[src/rtl/jtcommando_prog.sv]
// ---------------------------------------------------------------------------
// jtcommando_prog
//   Routes the ROM download stream either to SDRAM or to the on-chip
//   colour/timing PROMs.
//   - SDRAM bytes are queued in a two-entry FIFO. The head entry is held on
//     prog_addr/prog_data/prog_mask with prog_we high until sdram_ack pops it.
//   - PROM bytes produce a one-cycle one-hot prom_we strobe, together with
//     prom_addr and prom_din.
//   - A small FSM (IDLE/LOAD/DRAIN) pulses dwn_done once every byte of a
//     finished download has been committed.
//
// Ports
//   clk          in   system clock
//   rst          in   synchronous active-high reset
//   downloading  in   high while the ROM file is being transferred
//   ioctl_addr   in   [21:0] byte address of the incoming byte
//   ioctl_data   in   [7:0]  incoming byte
//   ioctl_wr     in   one-cycle byte-valid strobe
//   prog_addr    out  [21:0] SDRAM word address
//   prog_data    out  [7:0]  byte to write
//   prog_mask    out  [1:0]  active-low byte mask
//   prog_we      out  SDRAM write request (level)
//   sdram_ack    in   SDRAM controller accepted the current request
//   prom_we      out  [7:0]  one-hot PROM write strobe
//   prom_addr    out  [7:0]  PROM address
//   prom_din     out  [3:0]  PROM data
//   overflow     out  sticky: an SDRAM byte was dropped
//   dwn_done     out  one-cycle pulse: download fully committed
// ---------------------------------------------------------------------------
module jtcommando_prog #(
  parameter logic [21:0] PROM_START = 22'h38000,
  parameter int unsigned PROM_CNT   = 6
) (
  input  logic        clk,
  input  logic        rst,
  input  logic        downloading,
  input  logic [21:0] ioctl_addr,
  input  logic [7:0]  ioctl_data,
  input  logic        ioctl_wr,
  output logic [21:0] prog_addr,
  output logic [7:0]  prog_data,
  output logic [1:0]  prog_mask,
  output logic        prog_we,
  input  logic        sdram_ack,
  output logic [7:0]  prom_we,
  output logic [7:0]  prom_addr,
  output logic [3:0]  prom_din,
  output logic        overflow,
  output logic        dwn_done
);

  typedef struct packed {
    logic [21:0] addr;
    logic [7:0]  data;
    logic [1:0]  mask;
  } entry_t;

  typedef enum logic [1:0] {
    S_IDLE,
    S_LOAD,
    S_DRAIN
  } state_t;

  localparam entry_t     ENTRY_RST = '{addr: '0, data: '0, mask: 2'b11};
  localparam logic [22:0] PROM_END = {1'b0, PROM_START} + 23'(PROM_CNT * 256);

  // -------------------------------------------------------------------------
  // Download edge detection and region decode
  // -------------------------------------------------------------------------
  logic dl_q;
  logic dl_rise;
  logic accept;
  logic sdram_hit;
  logic prom_hit;
  logic [10:0] prom_off;
  entry_t new_entry;

  // dl_q follows the input even through reset: a download that spans a reset
  // must not look like a fresh rise afterwards, so the aborted transfer can
  // never produce dwn_done.
  always_ff @(posedge clk) begin
    dl_q <= downloading;
  end

  assign dl_rise = downloading & ~dl_q;
  // A byte strobed in the very cycle downloading drops is still taken.
  assign accept    = ioctl_wr & (downloading | dl_q);
  assign sdram_hit = accept & (ioctl_addr < PROM_START);
  assign prom_hit  = accept & ({1'b0, ioctl_addr} >= {1'b0, PROM_START})
                            & ({1'b0, ioctl_addr} < PROM_END);
  // Only offset bits [10:8] (PROM select) and [7:0] (address) matter.
  assign prom_off  = ioctl_addr[10:0] - PROM_START[10:0];

  assign new_entry = '{addr: {1'b0, ioctl_addr[21:1]},
                       data: ioctl_data,
                       mask: ioctl_addr[0] ? 2'b01 : 2'b10};

  // -------------------------------------------------------------------------
  // Two-entry FIFO: head_q is always the entry presented to SDRAM
  // -------------------------------------------------------------------------
  logic [1:0] count_q, count_d;
  entry_t     head_q, head_d;
  entry_t     tail_q, tail_d;
  logic       push, pop, ovf_set;
  logic       overflow_q, overflow_d;

  assign push = sdram_hit;
  assign pop  = sdram_ack & (count_q != 2'd0);

  // NOTE: every signal assigned in an always_comb gets a default first so
  // no path leaves it unassigned, which would otherwise infer a latch.
  always_comb begin
    count_d = count_q;
    head_d  = head_q;
    tail_d  = tail_q;
    ovf_set = 1'b0;
    case ({push, pop})
      2'b10: begin
        case (count_q)
          2'd0:    begin head_d = new_entry; count_d = 2'd1; end
          2'd1:    begin tail_d = new_entry; count_d = 2'd2; end
          default: ovf_set = 1'b1;
        endcase
      end
      2'b01: begin
        count_d = count_q - 2'd1;
        if (count_q == 2'd2) head_d = tail_q;
      end
      2'b11: begin
        // Occupancy unchanged; the new byte lands behind whatever remains.
        if (count_q == 2'd1) begin
          head_d = new_entry;
        end else begin
          head_d = tail_q;
          tail_d = new_entry;
        end
      end
      default: ;
    endcase
  end

  always_comb begin
    overflow_d = overflow_q;
    if (dl_rise) overflow_d = 1'b0;
    if (ovf_set) overflow_d = 1'b1;
  end

  // NOTE: sequential state is written with non-blocking assignments so every
  // register samples the pre-edge values regardless of statement order.
  always_ff @(posedge clk) begin
    if (rst) begin
      count_q    <= 2'd0;
      head_q     <= ENTRY_RST;
      overflow_q <= 1'b0;
    end else begin
      count_q    <= count_d;
      head_q     <= head_d;
      overflow_q <= overflow_d;
    end
  end

  // NOTE: the tail slot is plain storage qualified by count_q, so it carries
  // no reset; clearing it would only add reset fan-out with no visible effect.
  always_ff @(posedge clk) begin
    tail_q <= tail_d;
  end

  assign prog_addr = head_q.addr;
  assign prog_data = head_q.data;
  assign prog_mask = head_q.mask;
  assign prog_we   = (count_q != 2'd0);
  assign overflow  = overflow_q;

  // -------------------------------------------------------------------------
  // PROM write port: strobe one cycle after the accepted byte
  // -------------------------------------------------------------------------
  logic [7:0] prom_we_q, prom_we_d;
  logic [7:0] prom_addr_q, prom_addr_d;
  logic [3:0] prom_din_q, prom_din_d;

  always_comb begin
    prom_we_d   = 8'd0;
    prom_addr_d = prom_addr_q;
    prom_din_d  = prom_din_q;
    if (prom_hit) begin
      prom_we_d   = 8'd1 << prom_off[10:8];
      prom_addr_d = prom_off[7:0];
      prom_din_d  = ioctl_data[3:0];
    end
  end

  always_ff @(posedge clk) begin
    if (rst) begin
      prom_we_q   <= 8'd0;
      prom_addr_q <= 8'd0;
      prom_din_q  <= 4'd0;
    end else begin
      prom_we_q   <= prom_we_d;
      prom_addr_q <= prom_addr_d;
      prom_din_q  <= prom_din_d;
    end
  end

  assign prom_we   = prom_we_q;
  assign prom_addr = prom_addr_q;
  assign prom_din  = prom_din_q;

  // -------------------------------------------------------------------------
  // Download FSM
  // -------------------------------------------------------------------------
  state_t state_q, state_d;
  logic   dwn_done_q, dwn_done_d;

  // State register
  always_ff @(posedge clk) begin
    if (rst) begin
      state_q    <= S_IDLE;
      dwn_done_q <= 1'b0;
    end else begin
      state_q    <= state_d;
      dwn_done_q <= dwn_done_d;
    end
  end

  // Next state. Decisions use count_d so that a byte accepted in the falling
  // cycle, or the final pop, is accounted for on the same edge.
  always_comb begin
    state_d = state_q;
    unique case (state_q)
      S_IDLE: begin
        if (dl_rise) state_d = S_LOAD;
      end
      S_LOAD: begin
        if (!downloading) state_d = (count_d == 2'd0) ? S_IDLE : S_DRAIN;
      end
      S_DRAIN: begin
        if (downloading)            state_d = S_LOAD;
        else if (count_d == 2'd0)   state_d = S_IDLE;
      end
      default: state_d = S_IDLE;
    endcase
  end

  // Outputs: dwn_done is registered, so it appears in the first cycle the
  // FSM sits in IDLE after a completed download.
  always_comb begin
    dwn_done_d = (state_q != S_IDLE) && (state_d == S_IDLE);
  end

  assign dwn_done = dwn_done_q;

endmodule

[config.mk]
export PLATFORM = sky130hd
export DESIGN_NAME = jtcommando_prog
export DESIGN_NICKNAME = d
export VERILOG_FILES = /design/src/rtl/jtcommando_prog.sv
export SDC_FILE = /design/constraint.sdc
export NUM_CORES = 1
export LEC_CHECK = 0
export CORE_ASPECT_RATIO = 0.75
export CORE_UTILIZATION = 52
export CTS_BUF_LIST = sky130_fd_sc_hd__clkbuf_4 sky130_fd_sc_hd__clkbuf_8
export DETAILED_ROUTE_END_ITERATION = 10
export PLACE_DENSITY = 0.82
export SYNTH_ARGS = -nofsm -noshare
export SYNTH_HDL_FRONTEND = slang
export SYNTH_SLANG_ARGS = --single-unit
[constraint.sdc]
create_clock -name clk -period 5.4 [get_ports clk]
set_input_delay 1.08 -clock clk [delete_from_list [all_inputs] [get_ports clk]]
set_output_delay 1.08 -clock clk [all_outputs]
set_load 0.1 [all_outputs]
# Word level (Yosys, flattened, before mapping)
# Index checks and enable logic that the tools add are counted.
# Widths: inputs -> output; s select.
[word_totals]
n_memories = 0
mem_bits_rw = 0
rom_bits = 0
in_bits = 35
regBits = 91
elab_cells = 71
latchBits = 0
output_inout_bits = 55
[classes]
muxes = 19
add_sub_neg = 1
order_cmp = 3
bitwise_logic = 9
div_mod_pow = 0
mul = 0
n_shift = 1
n_reduce_logical = 14
n_eq_ne = 10
[ops]
columns = ["operator", "count"]
rows = [
  ["$mux 32", 4],
  ["$pmux 32 s3", 1],
  ["$pmux 32 s2", 1],
  ["$lt 22x18->1 const B", 2],
  ["$ge 22x18->1 const B", 1],
  ["$mux 2", 6],
  ["$eq 2x2->1 const B", 4],
  ["$logic_not 2->1", 4],
  ["$pmux 2 s2", 2],
  ["$reduce_bool 2->1", 4],
  ["$shl 1x3->8 const A", 1],
  ["$and 1x1->1", 6],
  ["$eq 2x1->1 const B", 3],
  ["$ne 2x2->1 const B", 3],
  ["$pmux 2 s3", 1],
  ["$mux 1", 4],
  ["$reduce_or 2->1", 2],
  ["$reduce_and 3->1", 1],
  ["$reduce_bool 3->1", 1],
  ["$not 1->1", 2],
  ["$reduce_and 2->1", 1],
  ["$sub 2x1->2 const B", 1],
  ["$logic_and 1x1->1", 1],
  ["$or 1x1->1", 1],
]

# Depth between registers and ports, before layout
[depth]
depth_word = 11
mapped_depth = 12

# Worst setup path before layout
# Ideal clock, no wire load.
[synth_path]
kind = "input-to-reg"
start = "input ioctl_addr[20]"
end = "register tail_q[0] in the netlist's numbering, enable pin"
path_stages = 9
setup_time_ns = 0.466
t_required_ns = 4.934
path_slack_ns = 0.465
t_arrival_ns = 4.470
cell_sequence = "nor4_4 and2_1 buf_2 buf_2 nand2_1 inv_1 ha_1 inv_1 o21ai_0"
[synth_via]
elab_chain_len = 5
[synth_rtl]
columns = ["element", "line", "source"]
rows = [
  ["from (decl)", "37", "input logic [21:0] ioctl_addr,"],
  ["$lt 22x18->1 (*)", "88", "assign sdram_hit = accept & (ioctl_addr < PROM_START);"],
  ["$and 1x1->1 (*)", "88", ""],
  ["$eq 2x2->1", "117", "case ({push, pop})"],
  ["$ne 2x2->1 (no source line) / $reduce_bool 2->1 (equally long branches)", "-", ""],
  ["$reduce_and 2->1 (no source line) (*)", "-", ""],
  ["to (signal assigned)", "165", "tail_q <= tail_d;"],
  ["to (decl)", "103", "entry_t tail_q, tail_d;"],
]
# Mark *: on every way between the ends. The rest lies on a longest branch, timed or not.
# A chain may end at the register's enable or synchronous reset.

# Worst setup path in the final report
[layout_path]
start = "input ioctl_addr[20]"
end = "register head_q (netlist bit prog_data[2])"
[layout_via]
elab_chain_len = 5
[layout_rtl]
columns = ["element", "line", "source"]
rows = [
  ["$lt 22x18->1 (*)", "88", ""],
  ["$and 1x1->1 (*)", "88", ""],
  ["$eq 2x2->1 / $eq 2x1->1 (equally long branches)", "117", ""],
  ["$ne 2x2->1 (no source line) / $reduce_bool 3->1 (equally long branches)", "-", ""],
  ["$reduce_and 3->1 (no source line)", "-", ""],
  ["to (signal assigned)", "153", "head_q <= ENTRY_RST;"],
  ["to (signal assigned)", "157", "head_q <= head_d;"],
  ["to (decl)", "102", "entry_t head_q, head_d;"],
]
# Marked as above.

==> results.toml <==
[critical_path]
cp_slowest_cell = "a21oi_2"
path_cells = "clkdlybuf4s50_1 > nor4_4 > and2_1 > buf_4 > nand2_1 > inv_1 > ha_1 > nand2b_1 > a21oi_2 > buf_4 > a22oi_1 > a211oi_2"
timing.rr.start = "dl_q"
cp_data_arrival_time_ns = 4.34
reg2reg_depth = 11
max_stage_delay_ns = 0.50
r2r_setup_slack_ns = 2.37
r2r_end = "prog_data[2]"
critPathMaxFanout = 21
start_kind = "input port"
crit_family = "buffers and inverters"
path_buf_inv = 4
crit_top_cell = "buf_4"
crit_required_ns = 5.67
worstSetupPathType = "input port to flip-flop"
end_kind = "flip-flop"

[placed_design]
dp_hpwl_mm = 6.311
gp_congestion = 0.7762
io_buffers = 89
post-place-ws_ns = 0.9567

[cts]
cts_tree = "done"
cts_buffers = 9
cts_max_level = 3
ctsHoldBuffers = 0
clk_latency_ns = 0.36
cts.sinks = 91
cts.path.max_buffers = 2
post-cts-setup-buffer-count = 0
clockRootBuffer = "clkbuf_8"
clk_pin_slew_ns = 0.09
ctsResizeCount = 0

[logic_synthesis]
yosysMostFrequentCell = "dfxtp_1"
synth-seq-cells = 91
synth_warnings = 0
synth_cell_types = 42
synth_commonest_cells = "dfxtp_1 (59), a21oi_1 (46), edfxtp_1 (32)"
syn_inst = 359
yosysTopAreaCell = "dfxtp_1"
netlist.area_leader.share_pct = 28.73
synth_area_um2 = 4111
async_flop_share_pct = 0
ys_seq_area_share_pct = 52.10
synth_area_leaders = "dfxtp_1 (29%), edfxtp_1 (23%), a211oi_2 (8.8%)"
syn_avg_cell_area_um2 = 11.45
synth_edf_count = 32
synth_ff_type = "dfxtp_1"

[power_and_ir_drop]
switching_share_pct = 38.82
power_leakage_nw = 1.778
clkPwrFrac_pct = 23.2
p_total_mw = 1.855
intPower_mw = 1.135
p_per_area_nw_per_um2 = 356.6
p_switching_uw = 719.9
comb_power_share_pct = 34.8
seqPwrFrac_pct = 42.0
irDropWorstVdd_mv = 0.2005

[floorplan]
fp.dieArea_um2 = 8270
die_w_um = 104.7
row_count = 27
die_h_um = 79.01
ios = 90
core_um2 = 7500
start_util_pct = 54.82

[timing]
hold_violations = 0
finClkSkew_ns = 0.008988
max_freq_mhz = 245.6
max_slew_margin_pct = 25.17
worst_slack_ns = 1.329
rsz0062_at_grt = "false"
tightest_slew_ns = 1.120
period_share_pct = 75.39
period_minus_slack_ns = 4.071
setup_viol = 0
maxSlewViolCount = 0
tns_ns = 0
holdWs_ns = 0.4801

[final_layout]
syn_to_final_growth_pct = 26.48
drive_gt1_share_pct = 20.45
nFillCells = 562
antenna_cells = 0
layout.nets = 476

[routing]
drc = 0
drt_first_pass_iters = 4
routed_via_density = 5.928
drt-total-wl_mm = 9.870
avgRoutedWirePerCell_um = 18.24
antenna_left = 0
drt_iter0_drc = 247
vias = 3207

[run]
maxCapViolations = 0

[min_path]
hold-path-endpoint = "prom_addr[3]"
min-delay-path-class = "flip-flop to flip-flop"
holdPathStages = 2
hold_start = "prom_addr[3]"

[global_route]
overflow = 0
grt_pass1_wl_mm = 16.14
grt_pass1_vias = 3238
antenna_found_initial = 0
grt_max_degree = 36
grt.total_usage_pct = 24.71

[outcome]
outcome = "completed"
-- tightest hold or removal path, delay by kind of cell, from the launching register on --
kind	cells	cell delay (ns)
flops	1	0.32
compound gates	2	0.13
-- logic make-up (layout without fill, tap and decap cells) --
family	count (synthesis)	after routing	synth area share, %
AND/OR/NAND/NOR	60	60	9.008
AO/OA/AOI/OAI	130	130	23.65
XOR/XNOR	1	1	0.2131
adder cells (fa/ha/maj)	6	6	1.826
flip-flops	91	91	52.10
buffers and inverters	40	120	4.960
multiplexers	30	30	8.156
other	1	2	0.09121
-- metal layers --
layer	track usage, %	routed length [um]	share of wire, %	vias to the layer above
met2	40.66	4704	48	138
li1	-	-	-	1499
met5	0	0	0	-
met3	5.337	658	6.7	16
met1	32.89	4366	44	1554
met4	7.606	141	1.4	0
-- worst max-delay path by stage --
stage                    from            end  slack, ns  cells past startpoint
2_1_floorplan  ioctl_addr[20]      tail_q[0]       0.46                      9
3_3_place_gp   ioctl_addr[20]  prog_addr[13]       1.11                     12
3_5_place_dp   ioctl_addr[20]   prog_data[6]       0.96                     12
4_1_cts        ioctl_addr[20]  prog_addr[13]       1.33                     12
5_1_grt        ioctl_addr[20]  prog_addr[11]       1.13                     12
6_report       ioctl_addr[20]   prog_data[2]       1.33                     12
-- per-stage QoR --
| step | utilization (%) | cells | area (um2) |
|---|---|---|---|
| after floorplan | - | 360 | 4115 |
| after global placement | 66.90 | 525 | 5017 |
| after detailed placement | 66.90 | 525 | 5017 |
| after CTS | 69.34 | 541 | 5200 |
| after global routing | 69.34 | 541 | 5200 |
| final | 69.34 | 541 | 5200 |
-- registers in the layout, summed over array words and instances (netlist names) --
signal / cells
prom_din: 4
prog_data: 8
dl_q: 1
prog_addr: 22
prom_addr: 8
dwn_done: 1
overflow: 1
tail_q: 32
prog_mask: 2
count_q: 2
prom_we: 8
state_q: 2
-- layout by cell type (no fill, tap or decap), types with 6 or more instances in the layout --
cell type / synthesis / layout
clkdlybuf4s50_1: 0 / 88
dfxtp_1: 59 / 59
a21oi_1: 46 / 46
edfxtp_1: 32 / 32
a22oi_1: 29 / 29
a211oi_2: 29 / 29
mux2_2: 28 / 28
nand3_1: 16 / 16
o21ai_0: 17 / 16
clkbuf_8: 0 / 11
nand2_1: 10 / 10
inv_1: 9 / 9
nor2_1: 8 / 7
nand2b_1: 6 / 6
ha_1: 6 / 6
-- power by group through the flow --
stage | sequential (mW) | combinational [mW] | clock (mW)
finish | 0.779 | 0.645 | 0.431
floorplan | 1.05 | 0.242 | 0
CTS | 0.779 | 0.644 | 0.437
detailed placement | 0.793 | 0.642 | 0
global route | 0.783 | 0.673 | 0.466
global placement | 0.793 | 0.632 | 0
-- cell type report --
type	instances	area [um2]	area share [%]
clock inverter	4	23.77	0.4572
inverter	10	37.54	0.7218
clock buffer	12	158.9	3.056
tap	101	126.4	2.430
sequential	91	2142	41.19
multi-input combinational	229	1788	34.38
timing repair buffer	94	923.4	17.76
(Power assumes the default switching activity.)
